File: config.mk
export PLATFORM = sky130hd
export DESIGN_NAME = tdc_ctrl
export DESIGN_NICKNAME = d
export VERILOG_FILES = /design/src/rtl/tdc_pkg.sv /design/src/rtl/tdc_phase_dec.sv /design/src/rtl/tdc_ctrl.sv
export SDC_FILE = /design/constraint.sdc
export NUM_CORES = 1
export LEC_CHECK = 0
export CAP_MARGIN = 0
export CORE_MARGIN = 2
export CORE_UTILIZATION = 55
export DETAILED_ROUTE_END_ITERATION = 16
export PLACE_DENSITY_LB_ADDON = 0.3
export SYNTH_ARGS = -nofsm -noshare
export SYNTH_HDL_FRONTEND = slang
export SYNTH_SLANG_ARGS = --single-unit
File: constraint.sdc
create_clock -name clk -period 16.8 [get_ports clk]
set_input_delay 3.36 -clock clk [delete_from_list [all_inputs] [get_ports clk]]
set_output_delay 3.36 -clock clk [all_outputs]
set_load 0.005 [all_outputs]
File: src/rtl/tdc_pkg.sv
// Shared types and constants for the ring-oscillator TDC sequencing controller.
package tdc_pkg;

    typedef enum logic [1:0] {
        ST_OFF  = 2'd0,
        ST_WARM = 2'd1,
        ST_CAL  = 2'd2,
        ST_RUN  = 2'd3
    } tdc_state_t;

    localparam int COUNT_W = 7;
    localparam int PHASE_N = 16;
    localparam int TDC_W   = 11;
    localparam int FINE_W  = 4;

    // Oscillator period with injection powered down (2.5 GHz), in femtoseconds.
    localparam int INJ_OFF_PERIOD_FS = 400000;

endpackage

File: src/rtl/tdc_phase_dec.sv
// Thermometer-ring phase decoder: locates the single 0->1 edge of an
// 8-of-16 contiguous pattern and flags anything else as illegal.
module tdc_phase_dec
    import tdc_pkg::*;
(
    input  logic [PHASE_N-1:0] phase,
    output logic [FINE_W-1:0]  fine,
    output logic               illegal
);

    logic [4:0]        ones;
    logic [4:0]        rises;
    logic [FINE_W-1:0] idx;
    logic [FINE_W-1:0] idx_m1;

    // Exactly eight ones with exactly one rising edge implies one contiguous run.
    always_comb begin
        ones   = '0;
        rises  = '0;
        fine   = '0;
        idx    = '0;
        idx_m1 = '0;
        for (int k = 0; k < PHASE_N; k++) begin
            idx    = FINE_W'(k);
            idx_m1 = idx - 4'd1;
            ones   = ones + 5'(phase[idx]);
            if (phase[idx] && !phase[idx_m1]) begin
                rises = rises + 5'd1;
                fine  = idx;
            end
        end
        illegal = (ones != 5'd8) || (rises != 5'd1);
    end

endmodule

File: src/rtl/tdc_ctrl.sv
// TDC power/calibration sequencer with a two-stage sample -> period-word pipeline.
//   state | meaning
//   OFF   | TDC and injection powered down, ctr_freq forced to 0
//   WARM  | TDC powered, injection off, settling for WARMUP_CYCLES
//   CAL   | injection off, 1 discarded + 2^CAL_LOG2 samples averaged into cal_ref
//   RUN   | injection on, period words streamed with tdc_valid
module tdc_ctrl
    import tdc_pkg::*;
#(
    parameter int WARMUP_CYCLES = 16,
    parameter int CAL_LOG2      = 4
) (
    input  logic               clk,
    input  logic               rst,
    input  logic               en,
    input  logic               cal_req,
    input  logic [2:0]         cfg_ctr_freq,
    input  logic [COUNT_W-1:0] ripple_count,
    input  logic [PHASE_N-1:0] phase,
    output logic               pd,
    output logic               pd_inj,
    output logic [2:0]         ctr_freq,
    output logic [TDC_W-1:0]   tdc_out,
    output logic               tdc_valid,
    output logic               phase_err,
    output logic [TDC_W-1:0]   cal_ref,
    output logic               cal_done
);

    localparam int ACC_W  = TDC_W + CAL_LOG2;
    localparam int WARM_W = $clog2(WARMUP_CYCLES + 1);
    localparam int CAL_W  = CAL_LOG2 + 1;

    tdc_state_t         state, state_nxt;
    logic [2:0]         cfg_q;
    logic [WARM_W-1:0]  warm_cnt;
    logic [CAL_W-1:0]   cal_cnt;
    logic               discard;
    logic [COUNT_W-1:0] cnt_s1, cnt_prev;
    logic [PHASE_N-1:0] phase_s1;
    logic [FINE_W-1:0]  fine_prev, fine_dec, fine_cur;
    logic               illegal;
    logic [COUNT_W-1:0] delta;
    logic [TDC_W-1:0]   word;
    logic [ACC_W-1:0]   acc, acc_sum;

    tdc_phase_dec u_phase_dec (
        .phase   (phase_s1),
        .fine    (fine_dec),
        .illegal (illegal)
    );

    always_comb begin
        state_nxt = state;
        if (!en) begin
            state_nxt = ST_OFF;
        end else begin
            case (state)
                ST_OFF:  state_nxt = ST_WARM;
                ST_WARM: if (warm_cnt == '0) state_nxt = ST_CAL;
                ST_CAL:  if (!discard && cal_cnt == '0) state_nxt = ST_RUN;
                ST_RUN:  if (cal_req) state_nxt = ST_WARM;
                default: state_nxt = ST_OFF;
            endcase
        end
    end

    // An illegal pattern reuses the previous fine code, so the word carries only the coarse delta.
    always_comb begin
        fine_cur = illegal ? fine_prev : fine_dec;
        delta    = cnt_s1 - cnt_prev;
        word     = {delta, {FINE_W{1'b0}}} + TDC_W'(fine_cur) - TDC_W'(fine_prev);
        acc_sum  = acc + ACC_W'(word);
    end

    always_ff @(posedge clk) begin
        if (rst) begin
            state     <= ST_OFF;
            cfg_q     <= '0;
            warm_cnt  <= '0;
            cal_cnt   <= '0;
            discard   <= 1'b0;
            cnt_s1    <= '0;
            phase_s1  <= '0;
            cnt_prev  <= '0;
            fine_prev <= '0;
            acc       <= '0;
            pd        <= 1'b1;
            pd_inj    <= 1'b1;
            ctr_freq  <= '0;
            tdc_out   <= '0;
            tdc_valid <= 1'b0;
            phase_err <= 1'b0;
            cal_ref   <= '0;
            cal_done  <= 1'b0;
        end else begin
            state    <= state_nxt;
            discard  <= (state_nxt != state) && (state_nxt == ST_CAL || state_nxt == ST_RUN);
            pd       <= (state == ST_OFF);
            pd_inj   <= (state != ST_RUN);
            ctr_freq <= (state == ST_OFF) ? 3'd0 : cfg_q;
            cnt_s1   <= ripple_count;
            phase_s1 <= phase;

            if (state == ST_OFF && state_nxt == ST_WARM)
                cfg_q <= cfg_ctr_freq;

            if (state_nxt == ST_WARM && state != ST_WARM)
                warm_cnt <= WARM_W'(WARMUP_CYCLES - 1);
            else if (state == ST_WARM && warm_cnt != '0)
                warm_cnt <= warm_cnt - 1'b1;

            if (state != ST_OFF) begin
                cnt_prev  <= cnt_s1;
                fine_prev <= fine_cur;
                tdc_out   <= word;
                phase_err <= illegal;
                tdc_valid <= (state == ST_RUN) && !discard;
            end else begin
                phase_err <= 1'b0;
                tdc_valid <= 1'b0;
            end

            if (state_nxt == ST_CAL && state != ST_CAL) begin
                acc     <= '0;
                cal_cnt <= CAL_W'((1 << CAL_LOG2) - 1);
            end else if (state == ST_CAL && !discard) begin
                acc     <= acc_sum;
                cal_cnt <= cal_cnt - 1'b1;
            end

            if (state == ST_CAL && state_nxt == ST_RUN) begin
                cal_ref  <= acc_sum[ACC_W-1:CAL_LOG2];
                cal_done <= 1'b1;
            end else if (state == ST_RUN && state_nxt == ST_WARM) begin
                cal_done <= 1'b0;
            end
        end
    end

endmodule
==> metrics, run 1 <==
outcome=finished, final reports clean; post-synth top area cell=dfxtp_1; Worst Setup Start Kind=flop; global-route usage over all layers=0.245; Final ANT Viol Nets=0; Max FO, Critical Path=12; worst r2r src=phase_s1[1]$_SDFF_PP0_; Async SR Flop Fraction=0; Slowest-stage cell, CP=dfxtp_1; Max-Cap Viols=0; HP Start=cnt_prev[5]$_SDFFE_PP0N_; I/O Pins=60; final hold vios=0; Synthesis Warnings=0; Critical Path Most Common Cell=ha_1; Initial Util=0.568; die width=113 um; Setup Crit Path Kind=reg2reg; crit path launch=phase_s1[1]$_SDFF_PP0_; standard-cell rows=39; Clock Skew=11.1 ps; largest net degree at the start of global routing=76; CTS resizes=0; synthesized instance count=809; Mean Syn Cell Area=8.06 um2; initial antenna violation count=0; Final Routed Wirelength=14900 um; Crit path largest cell delay=550 ps; top cells by area, synth=dfxtp_1 (29%), ha_1 (8.6%), xnor2_1 (5.9%); first-pass GRT wire length=26100 um; CP Capture Type=flop; Worst EP required=17070 ps; post-route setup TNS=0 ps; Final Cycle Share=0.826; Hold EP=cnt_prev[5]$_SDFFE_PP0N_; HP Class=reg2reg; total grt overflow=0; top_reg_cell synth=dfxtp_1; area grow syn2layout=14.5%; latest clock arrival within the worst-skew pair=350 ps; TritonCTS clock tree=built; CTS H-tree lvls=3; number of DRC markers in iteration 0=370; #FFs+latches synth=95; worst rel slew slack=0.408; HPWL Detailed=11100 um; Worst IR Drop VDD=0.0611 mV; Hold Slack=456 ps; Setup Fix Bufs, Post-CTS=0; Worst-Margin Slew=885 ps; Pwr Total=0.669 mW; CTS Root Cell=clkbuf_16; drt drc=0; min cycle time layout=13870 ps; CTS sink cnt=95; Placer Congestion=0.950; register area share after synthesis=0.292; vias in the first global route=5719; die height=113 um; Final Max Slew Viols=0; share of cells above drive strength 1=0.0497; Initial DRT Pass Iterations=5; RSZ-0062 raised after global routing=no; Yosys cell types=65; top cell type's share of synthesized area=0.292; commonest non-fill, non-tap cells in the layout=nand2_1 (99), dfxtp_1 (95), a21oi_1 (72); CP arrival=14130 ps; reg2reg end=cal_ref[7]$_SDFFE_PP0P_; final net count=929; commonest non-fill, non-tap cell in the layout=nand2_1; clk slew on worst S/H paths=70 ps; fmax=0.0721 GHz; CTS Buffer Depth=2; static leakage=2.97 nW; Pwr Density=89.6 mW/mm2; Mapped Area=0.00652 mm2; IO Port Bufs=59; routed vias/inst=5.78; Core Area=0.0115 mm2; hold depth=2; Setup Viol. Count Final=0; setup ws final=2930 ps; via count=5713; Inserted Clock Buffers=9; Syn Nets=897; # hold bufs at CTS=0; Post-synth EDFFs=0; Worst Reg-to-Reg Cells=66; die area=0.0127 mm2; Routed WL per cell=15.0 um; diodes inserted=0; R2R setup slack=2930 ps; setup slack after placement=3120 ps
==> routing by layer <==
layer / vias up / share of wire / global-route usage
li1: 2831 / - / -
met2: 156 / 0.50 / 0.428
met1: 2707 / 0.44 / 0.308
met3: 19 / 0.048 / 0.0434
met5: - / 0 / 0
met4: 0 / 0.013 / 0.0715
==> where the power goes <==
group          total (mW)  internal [mW]  leakage, nW  switching (mW)
sequential          0.246          0.234        0.776          0.0118
clock               0.220          0.131        0.154          0.0895
combinational       0.202         0.0886         2.04           0.114
==> how the worst max path moves through the flow <==
stage	to	cells past startpoint
2_1_floorplan	acc[14]$_SDFFE_PP0P_	67
3_3_place_gp	cal_ref[9]$_SDFFE_PP0P_	65
3_5_place_dp	cal_ref[7]$_SDFFE_PP0P_	66
4_1_cts	cal_ref[9]$_SDFFE_PP0P_	66
5_1_grt	cal_ref[9]$_SDFFE_PP0P_	66
6_report	cal_ref[7]$_SDFFE_PP0P_	66
==> layout make-up <==
class	count	area, um2
multi-input combinational	613	4230
fill	952	4000
sequential	95	1900
timing repair buffer	62	608
clock buffer	9	225
inverter	60	225
tap	143	179
clock inverter	6	97.6
==> cells in the mapped netlist, types with 13 or more instances <==
master / n
a21oi_1: 72
clkbuf_1: 34
dfxtp_1: 95
fa_1: 13
ha_1: 45
inv_1: 60
nand2_1: 99
nand3_1: 14
nor2_1: 61
nor2b_1: 42
nor3_1: 15
o21ai_0: 23
xnor2_1: 44
xor2_1: 17
==> flip-flops by register name (all words and copies together), names as in the netlist, 4 cells and up <==
| signal | cells |
|---|---|
| acc | 15 |
| cal_cnt | 5 |
| cal_ref | 11 |
| cnt_prev | 7 |
| cnt_s1 | 7 |
| fine_prev | 4 |
| phase_s1 | 16 |
| tdc_out | 11 |
| warm_cnt | 5 |
==> worst max-delay path, delay by kind of cell (launching register included) <==
family / cells / cell delay, ps
buf+inv: 3 / 180
fa+ha+maj: 18 / 5130
mux: 4 / 920
flops: 1 / 550
xor+xnor: 5 / 850
compound gates: 16 / 2690
simple gates: 20 / 3470
==> logic make-up (layout without fill, tap and decap cells) <==
group | count (synthesis) | count (layout) | share of synthesized area
AND/OR/NAND/NOR | 307 | 307 | 0.242
AO/OA/AOI/OAI | 170 | 170 | 0.166
buffers and inverters | 101 | 137 | 0.0595
flip-flops | 95 | 95 | 0.292
XOR/XNOR | 64 | 64 | 0.0904
adder cells (fa/ha/maj) | 58 | 58 | 0.126
multiplexers | 14 | 14 | 0.0238
==> metrics by stage <==
step | util | instances | area (um2)
3_5_place_dp | 0.623 | 973 | 7140
5_1_grt | 0.651 | 988 | 7460
6_report | 0.651 | 988 | 7460
3_3_place_gp | 0.623 | 973 | 7140
4_1_cts | 0.651 | 988 | 7460
2_1_floorplan | - | 809 | 6520
No activity file was read; power rests on OpenSTA's default activity.
==> run 2, diff against run 1 <==
- CORE_UTILIZATION: 55 -> 53
- clock period: 16.8 -> 11.97 ns (I/O delays scaled with it)
==> run 2 against run 1 <==
  * The flow now finishes with violations (setup timing)
  * Global-route usage shrank 0.059 points
  * Clock power grew 27%
  * Sequential power grew 40%
  * Combinational power grew 100%
  * Maximum frequency grew 14%
  * Critical endpoint is now acc[14]$_SDFFE_PP0P_
==> metrics, run 2 (same netlist as run 1, synthesis figures left out) <==
outcome=finished with violations; failing checks=setup timing; Final Max Slew Viols=0 (unchanged); vias in the first global route=5724 (+0.087%); area of the multi-input gates=0.00472 mm2 (+12%); Pwr Density=123 mW/mm2 (+37%); Initial Util=0.543 (-0.0258); met3 routed WL=874 um (+23%); Max FO, Critical Path=4 (-8); wire length on met2=8600 um (+16%); Placer Congestion=0.877 (-7.7%); Final ANT Viol Nets=0 (unchanged); initial antenna violation count=0 (unchanged); uppermost layer routed=met4; Core Area=0.0120 mm2 (+4.7%); Pwr Total=1.04 mW (+55%); biggest registers after layout=phase_s1: 16 flops, acc: 15 flops; number of DRC markers in iteration 0=445 (+20%); CP arrival=12440 ps (-1690 ps); Final Routed Wirelength=17500 um (+18%); final hold vios=0 (unchanged); Slowest-stage cell, CP=fa_2; commonest non-fill, non-tap cell in the layout=dfxtp_1; final net count=996 (+7.2%); CTS sink cnt=95 (unchanged); Max-Cap Viols=0 (unchanged); TritonCTS clock tree=built; routed vias/inst=5.80 (+0.32%); Worst Setup Start Kind=flop; Routed WL per cell=16.5 um (+9.6%); CTS H-tree lvls=3 (unchanged); Worst IR Drop VDD=0.0877 mV (+44%); total grt overflow=0 (unchanged); CTS Buffer Depth=2 (unchanged); Setup Viol. Count Final=10 (+10); RSZ-0062 raised after global routing=yes; HPWL Detailed=11300 um (+1.4%); CP Capture Type=flop; min cycle time layout=12170 ps (-1700 ps); Largest register FFs=16 (unchanged); Layout Utilization=0.703 (+0.0518); clk slew on worst S/H paths=70 ps (about the same); Routed met1 length=7630 um (+16%); commonest non-fill, non-tap cells in the layout=dfxtp_1 (93), nand2_1 (92), buf_4 (69); filler cell count=853 (-10%); I/O Pins=60 (unchanged); global-route usage over all layers=0.244 (-0.000588); Worst-Margin Slew=920 ps (+35.6 ps); standard-cell rows=40 (+2.6%); Worst EP required=12240 ps (-4830 ps); via count=6149 (+7.6%); share of cells above drive strength 1=0.204 (+0.154); die area=0.0132 mm2 (+3.6%); # hold bufs at CTS=0 (unchanged); Clock Skew=10.0 ps (-1.06 ps); HP Class=reg2reg; setup ws final=-203 ps (-3130 ps); CTS Root Cell=clkbuf_16; latest clock arrival within the worst-skew pair=350 ps (about the same); Critical Path Most Common Cell=buf_4; drt drc=0 (unchanged); static leakage=3.38 nW (+14%); IO Port Bufs=59 (unchanged); fmax=0.0822 GHz (+14%); area grow syn2layout=29.5%; largest net degree at the start of global routing=76 (unchanged); Top reg by flops=phase_s1; Setup Crit Path Kind=reg2reg; die width=115 um (+1.8%); diodes inserted=0 (unchanged); Crit path largest cell delay=540 ps (about the same); Initial DRT Pass Iterations=5 (unchanged); FF/Latch Area=0.00190 mm2 (+0.13%); Inserted Clock Buffers=9 (unchanged); Final Cycle Share=1.02 (+0.191); worst rel slew slack=0.384 (-0.0238); die height=115 um (+1.8%); first-pass GRT wire length=26500 um (+1.5%)
[run 2: cell count changes in the layout (fill, tap and decap cells not counted), moves of 7 or more]
cell	previous run	this run
buf_4	3	69
a21oi_2	0	14
ha_1	45	32
ha_4	0	12
a21oi_1	72	56
nand2_1	99	92
xnor2_1	44	36
[run 2: worst paths after layout]
path | from | to | slack, ps | depth (start not counted)
setup / recovery | phase_s1[0]$_SDFF_PP0_ | acc[14]$_SDFFE_PP0P_ | -200 | 71
hold / removal | cnt_prev[4]$_SDFFE_PP0N_ | cnt_prev[4]$_SDFFE_PP0N_ | 450 | 2
setup reg to reg | phase_s1[0]$_SDFF_PP0_ | acc[14]$_SDFFE_PP0P_ | -200 | 71
hold reg to reg | cnt_prev[4]$_SDFFE_PP0N_ | cnt_prev[4]$_SDFFE_PP0N_ | 450 | 2
[run 2: metrics by stage]
step	std cells	hold WS (ps)	instance area (um2)	worst slack (ps)	TNS, ps
2_1_floorplan	809	406	6540	21.2	0
3_3_place_gp	1003	433	7360	34.1	0
3_5_place_dp	1003	433	7360	-561	-5000
4_1_cts	1044	447	7980	0.871	0
5_1_grt	1060	473	8440	-636	-6770
6_report	1060	452	8440	-203	-1140
[run 2: area by class of cell]
cell class	count	area share
Clock buffer	9	0.0267
Multi-Input combinational cell	613	0.559
Sequential cell	95	0.226
Clock inverter	7	0.00786
Tap cell	147	0.0218
Timing Repair Buffer	129	0.132
Inverter	60	0.0270
[run 2: what timing repair did]
item                                    in CTS  in global routing
pin swaps                                   23                 45
hold endpoints to repair                     0                  0
gates resized for setup                     32                 64
endpoints found under the setup margin      16                 23
cloned                                       0                  0
setup buffers                               25                 17
[run 2: layer usage]
metal,track usage,up-vias
li1,-,2966
met1,0.317,2910
met2,0.420,224
met3,0.0364,49
met4,0.0739,0
met5,0,-
[run 2: worst max-delay path, delay by kind of cell, from the launching register on]
kind,cells,cell delay [ps]
xor gates and xnor gates,3,420
adders and majority gates,15,4150
AOI/OAI and AO/OA,20,2850
buffers and inverters,15,1710
and+or+nand+nor,15,1900
muxes,3,740
DFF,1,360
[run 2: report_power, final]
| group | switching [mW] | internal [mW] |
|---|---|---|
| combinational | 0.214 | 0.200 |
| clock | 0.135 | 0.146 |
| sequential | 0.0154 | 0.329 |
| total | 0.364 | 0.675 |
